[src/rtl/prog_sequencer.sv]
// prog_sequencer: core run controller (reset hold, run, cycle count, optional watchdog via PROG_SEQ_WATCHDOG_EN)
module prog_sequencer #(
  parameter int CW      = 16,
  parameter int RST_CYC = 2,
  parameter int TIMEOUT = 16'hFFF0
) (
  input  logic          clk,
  input  logic          reset,
  input  logic          req,
  input  logic          core_done,
  output logic          core_reset,
  output logic          core_run,
  output logic          busy,
  output logic          done,
  output logic          timeout,
  output logic [CW-1:0] cycle_cnt
);
  typedef enum logic [2:0] {IDLE, RESET, RUN, DONE, FAULT} state_t;
  state_t state, state_n;
  logic [3:0] hold, hold_n;
  logic [CW-1:0] cnt_n, cnt_inc;
  logic wd_hit;
  assign cnt_inc = &cycle_cnt ? cycle_cnt : cycle_cnt + CW'(1);
`ifdef PROG_SEQ_WATCHDOG_EN
  assign wd_hit = cnt_inc == CW'(TIMEOUT);
`else
  assign wd_hit = 1'b0;
`endif
  // next state, reset-hold countdown and saturating run counter
  always_comb begin
    state_n = state;
    hold_n  = hold;
    cnt_n   = cycle_cnt;
    case (state)
      IDLE: begin
        state_n = req ? RESET : IDLE;
        hold_n  = req ? 4'(RST_CYC - 1) : hold;
        cnt_n   = req ? '0 : cycle_cnt;
      end
      RESET: begin
        state_n = hold == 4'd0 ? RUN : RESET;
        hold_n  = hold == 4'd0 ? hold : hold - 4'd1;
      end
      RUN: begin
        cnt_n   = cnt_inc;
        state_n = core_done ? DONE : wd_hit ? FAULT : RUN;
      end
      DONE, FAULT: state_n = req ? state : IDLE;
      default: state_n = IDLE;
    endcase
  end
  // state register with outputs registered from the next state
  always_ff @(posedge clk) begin
    if (reset) begin
      state      <= IDLE;
      hold       <= '0;
      cycle_cnt  <= '0;
      core_reset <= 1'b1;
      core_run   <= 1'b0;
      busy       <= 1'b0;
      done       <= 1'b0;
    end else begin
      state      <= state_n;
      hold       <= hold_n;
      cycle_cnt  <= cnt_n;
      core_reset <= state_n == IDLE || state_n == RESET;
      core_run   <= state_n == RUN;
      busy       <= state_n == RESET || state_n == RUN;
      done       <= state_n == DONE;
    end
  end
`ifdef PROG_SEQ_WATCHDOG_EN
  // watchdog flag tracks the FAULT state
  always_ff @(posedge clk) begin
    timeout <= !reset && state_n == FAULT;
  end
`else
  assign timeout = 1'b0;
`endif
endmodule

[config.mk]
export PLATFORM = sky130hd
export DESIGN_NAME = prog_sequencer
export DESIGN_NICKNAME = d
export VERILOG_FILES = /design/src/rtl/prog_sequencer.sv
export SDC_FILE = /design/constraint.sdc
export NUM_CORES = 1
export LEC_CHECK = 0
export BUFFER_PORTS_ARGS = -buffer_cell sky130_fd_sc_hd__buf_2
export CAP_MARGIN = 10
export CORE_MARGIN = 3
export CORE_UTILIZATION = 35
export CTS_CLUSTER_SIZE = 12
export DETAILED_ROUTE_END_ITERATION = 16
export GPL_ROUTABILITY_DRIVEN = 0
export GPL_TIMING_DRIVEN = 0
export SETUP_SLACK_MARGIN = 0.05
export SLEW_MARGIN = 20
export SYNTH_ARGS = -nofsm -noshare
export SYNTH_HDL_FRONTEND = slang
export SYNTH_SLANG_ARGS = --single-unit
[constraint.sdc]
create_clock -name clk -period 4 [get_ports clk]
set_clock_uncertainty 0.05 [all_clocks]
set_input_delay 0.6 -clock clk [delete_from_list [all_inputs] [get_ports clk]]
set_output_delay 0.6 -clock clk [all_outputs]
set_load 0.01 [all_outputs]
Word-level counts from Yosys, hierarchy flattened

Index checks and enable logic that the tools add are counted.

Bits in registers: 27
Bits of input ports: 4
Output and inout port bits: 21
Word-level logic and storage cells: 41

Add/subtract/negate cells: 2
Equality and inequality tests: 10
Muxes and demuxes: 11
Reduce and logical (&&, ||, !) cells: 11

Operator list:

| kind                  | count |
|---|---|
| $mux 16               | 2 |
| $pmux 16 s2           | 1 |
| $add 16x1->16 const B | 1 |
| $reduce_and 16->1     | 1 |
| $eq 3x2->1 const B    | 4 |
| $pmux 3 s4            | 1 |
| $mux 4                | 2 |
| $pmux 4 s2            | 1 |
| $eq 3x1->1 const B    | 2 |
| $logic_not 3->1       | 2 |
| $ne 2x2->1 const B    | 3 |
| $reduce_and 3->1      | 2 |
| $logic_not 4->1       | 1 |
| $reduce_bool 2->1     | 2 |
| $sub 4x1->4 const B   | 1 |
| $eq 3x3->1 const B    | 1 |
| $mux 3                | 1 |
| $logic_or 1x1->1      | 2 |
| $mux 1                | 2 |
| $mux 2                | 1 |
| $reduce_or 2->1       | 1 |

Longest topological paths before layout

Word-level depth: 5
Depth in mapped cells: 6
Gate-level depth less buffers: 6

Worst setup path after synthesis

Ideal clock, no wire load.

Path type: register to register
Start point: reg cycle_cnt[0]
End point: reg cycle_cnt[12]
Setup time: 0.117 ns
Arrival time: 1.652 ns
Data required time: 3.833 ns
Path slack: 2.181 ns
Stages on the path, launching flop included: 6
Path buffers: 0
Clock period less this slack: 1.819 ns
Cells stage by stage: dfxtp_1 ha_1 nand4_2 nor4_1 o22ai_1 a22o_1

Word-level cells in the longest chain between the ends: 3

Ends and longest elaborated chain:

| what                                                      | RTL line | RTL |
|---|---|---|
| start, declared                                           | 16       | `output logic [CW-1:0] cycle_cnt` |
| start signal, assigned                                    | 65       | `cycle_cnt <= cnt_n;` |
| $add 16x1->16 / $reduce_and 16->1 (equally long branches) | 23       | `assign cnt_inc = &cycle_cnt ? cycle_cnt : cycle_cnt + CW'(1);` |
| $mux 16 / $ne 2x2->1 (equally long branches)              | n/a      |  |
| $pmux 16 s2 / $reduce_and 3->1 (equally long branches)    | n/a      |  |

Several ways; a longest one is shown, not always the timed one. The select of a mux whose other input is x is not followed.
A chain may end at the register's enable or synchronous reset.

Worst setup path in the final report

Start point: reg cycle_cnt[0]
End point: reg cycle_cnt[3]

Same word-level chain as after synthesis.

==> reports/results.tsv <==
metric	value	unit
synth.avg_cell_area	8.81	µm²
synthToLayoutAreaGrowth	14.4	%
holdCritPathClass	reg2reg	
core.rowCount	23	
floorplan_core_area	4140	µm²
max-cap-violations	0	
cp_slowest_stage_delay	0.52	ns
max_slew.worst_pin.slew	0.618	ns
ys.warnings.count	0	
antenna_violating_nets_post_route	0	
die_area	5260	µm²
post_detailed_route_via_to_cell_ratio	5.64	
totalPowerFinal	0.666	mW
die_height	72.6	µm
insertedDiodeCount	0	
cts_resized	0	
port_buffers	23	
synth_nets	182	
number_of_buffers_added_by_the_clock_tree_synthesis_step	3	
timing.hold.worst_endpoint	hold[3]$_SDFFE_PP0P_	
cts.htree.levels	1	
global_route.usage.total	15.4	%
final_layout_size_suffix_gt1_share	25.1	%
path_max_fanout	7	
powerDensity	375	nW/µm²
numClockSinks	27	
dr_iter_0_viols	86	
ioPinCount	25	
timing_hold_violations_final	0	
detailed_place.area	1730	µm²
peakVddDrop	0.215	mV
run_status	finished, final reports clean	
final_period_minus_worst_setup_slack	2.05	ns
worst_r2r_startpoint	cycle_cnt[0]$_SDFFE_PP0P_	
grt_overflow	0	
post_cts.repair.setup_buffers	0	
cts.hold.buffers_added	0	
report.final.setup_viol	0	
post_drt_wl_per_cell	15.1	µm
netlist-cell-type-count	54	
r2r_end	cycle_cnt[3]$_SDFFE_PP0P_	
rsz0062_at_grt	no	
via_count	1428	
cts_tree	built	
timing.final.max_slew_violations	0	
detail_route.first_pass.iterations	4	
grt_pass1_wl	6.51	mm
timing.setup.critical_path_class	reg2reg	
worstRegToRegCells	5	
crit_path_end_kind	flop	
most-common-layout-cells	sky130_fd_sc_hd__buf_2 (27), sky130_fd_sc_hd__dfxtp_1 (27), sky130_fd_sc_hd__nor2_1 (17)	
drc	0	
finish.net_count	210	
worst-path-buf-inv	0	
floorplan.initialDensity	37.4	%
synth_cells	176	
yosysSeqAreaShare	34.9	%
critPathRequiredTime	4.13	ns
postRouteWirelength	3.83	mm
grt_start_max_net_pins	16	
maximum_count_of_clock_buffers_along_a_single_path	2	
cpLargestDelayFamily	simple AND/OR/NAND/NOR gates	
clock_latency_of_the_later_clocked_register_in_the_worst_skew_pair	0.27	ns
hold_path_startpoint	hold[3]$_SDFFE_PP0P_	
slew_headroom	58.7	%
arrival	2.18	ns
timing.critical_path.cells	ha_1, nand4_2, nor4_4, o21ai_1, a311oi_1	
fmaxAchievable	488	MHz
period_share	51.2	%
p_leak	0.731	nW
cts.root.buffer_cell	sky130_fd_sc_hd__clkbuf_8	
setup-tns-final	0	ns
register_to_register_setup_slack	1.95	ns
grt_pass1_vias	1335	
dp_hpwl	2.73	mm
hold-path-cell-count	2	
critPathLaunchType	flop	
netlist_area	1550	µm²
die_width	72.6	µm
clkSlewWorstSetupHoldPaths	0.10	ns
critical_path.slowest_cell	sky130_fd_sc_hd__nor4_4	
antenna_found_initial	0	
stdcell_area	1770	µm²
ys_ff_latch	27	
## report_power, final
part	switching (mW)	leakage, nW	total, mW	internal (mW)
Sequential	0.0154	0.219	0.306	0.291
Combinational	0.114	0.486	0.199	0.0848
Clock	0.0904	0.0255	0.160	0.0699
Total	0.220	0.731	0.666	0.446
## state kept, by name (all words and copies together), names as in the netlist
name / count
core_reset: 1
busy: 1
core_run: 1
cycle_cnt: 16
hold: 4
state: 3
done: 1
## worst min-delay path: stages (launching register included)
cell and delay [ns]:
sky130_fd_sc_hd__dfxtp_1 0.37, sky130_fd_sc_hd__xor2_1 0.08, sky130_fd_sc_hd__nor2_1 0.07
## stage by stage
step                      utilization (%)  hold WS (ns)  cells  worst slack, ns
final                                42.8         0.496    253             1.95
after global routing                 42.8         0.549    253             1.76
after CTS                            42.8         0.502    253             1.98
after detailed placement             41.7         0.475    249             2.02
after global placement               41.7         0.473    249             2.00
after floorplan                         -         0.444    176             2.18
## layer usage
metal  track usage [%]  up-vias  share of wire [%]
met5                 0        -                  0
met2              23.8       22                 46
met3              2.35        4                3.2
li1                  -      737                  -
met1              22.3      665                 50
met4              3.69        0               0.94
## cell usage after synthesis (all sizes together)
| master | number | share of area (%) |
|---|---|---|
| a211oi | 5 | 2.4 |
| a21o | 2 | 0.97 |
| a21oi | 5 | 1.6 |
| a22o | 1 | 0.57 |
| a311oi | 2 | 1.1 |
| a31o | 2 | 1.1 |
| a31oi | 8 | 3.2 |
| a32o | 2 | 1.3 |
| a41oi | 4 | 2.3 |
| and2 | 1 | 0.40 |
| and3 | 5 | 2.0 |
| and4 | 4 | 2.3 |
| buf | 8 | 3.5 |
| clkbuf | 1 | 0.24 |
| conb | 1 | 0.24 |
| dfxtp | 27 | 35 |
| ha | 2 | 1.6 |
| inv | 6 | 1.5 |
| mux2 | 2 | 1.5 |
| nand2 | 14 | 3.4 |
| nand3 | 10 | 3.2 |
| nand3b | 2 | 0.97 |
| nand4 | 6 | 4.8 |
| nor2 | 17 | 4.1 |
| nor2b | 1 | 0.40 |
| nor3 | 7 | 2.3 |
| nor3b | 2 | 2.0 |
| nor4 | 4 | 3.0 |
| nor4b | 2 | 2.1 |
| nor4bb | 1 | 0.65 |
| o2111ai | 1 | 0.57 |
| o211ai | 1 | 0.48 |
| o21a | 1 | 0.48 |
| o21ai | 4 | 1.3 |
| o21bai | 1 | 0.48 |
| o22ai | 2 | 0.81 |
| o31a | 1 | 0.57 |
| o31ai | 3 | 1.5 |
| or2 | 2 | 0.81 |
| or3b | 3 | 1.7 |
| or4b | 1 | 0.65 |
| xor2 | 2 | 1.1 |
## how the worst max path moves through the flow
stage | cells past startpoint | end | from
floorplan | 5 | cycle_cnt[12]$_SDFFE_PP0P_ | cycle_cnt[0]$_SDFFE_PP0P_
global placement | 5 | cycle_cnt[3]$_SDFFE_PP0P_ | cycle_cnt[0]$_SDFFE_PP0P_
detailed placement | 5 | cycle_cnt[12]$_SDFFE_PP0P_ | cycle_cnt[0]$_SDFFE_PP0P_
CTS | 5 | cycle_cnt[3]$_SDFFE_PP0P_ | cycle_cnt[0]$_SDFFE_PP0P_
global route | 5 | cycle_cnt[3]$_SDFFE_PP0P_ | cycle_cnt[0]$_SDFFE_PP0P_
finish | 5 | cycle_cnt[3]$_SDFFE_PP0P_ | cycle_cnt[0]$_SDFFE_PP0P_
## logic make-up after synthesis
family          count (synthesis)  synth area share, %
xor+xnor                        2                 1.13
buf+inv                        15                 5.17
other cells                     1                0.242
flops                          27                 34.9
mux                             2                 1.45
compound gates                 45                 20.7
simple gates                   82                 34.8
fa+ha+maj                       2                 1.61
## final cells by class
cell class,instances,area (µm²)
Sequential cell,27,541
Clock buffer,3,41.3
Fill cell,444,2370
Inverter,6,22.5
Buffer,9,57.6
Multi-Input combinational cell,134,930
Timing Repair Buffer,23,115
Tap cell,50,62.6
Clock inverter,1,5.00
No activity file was read; power rests on OpenSTA's default activity.
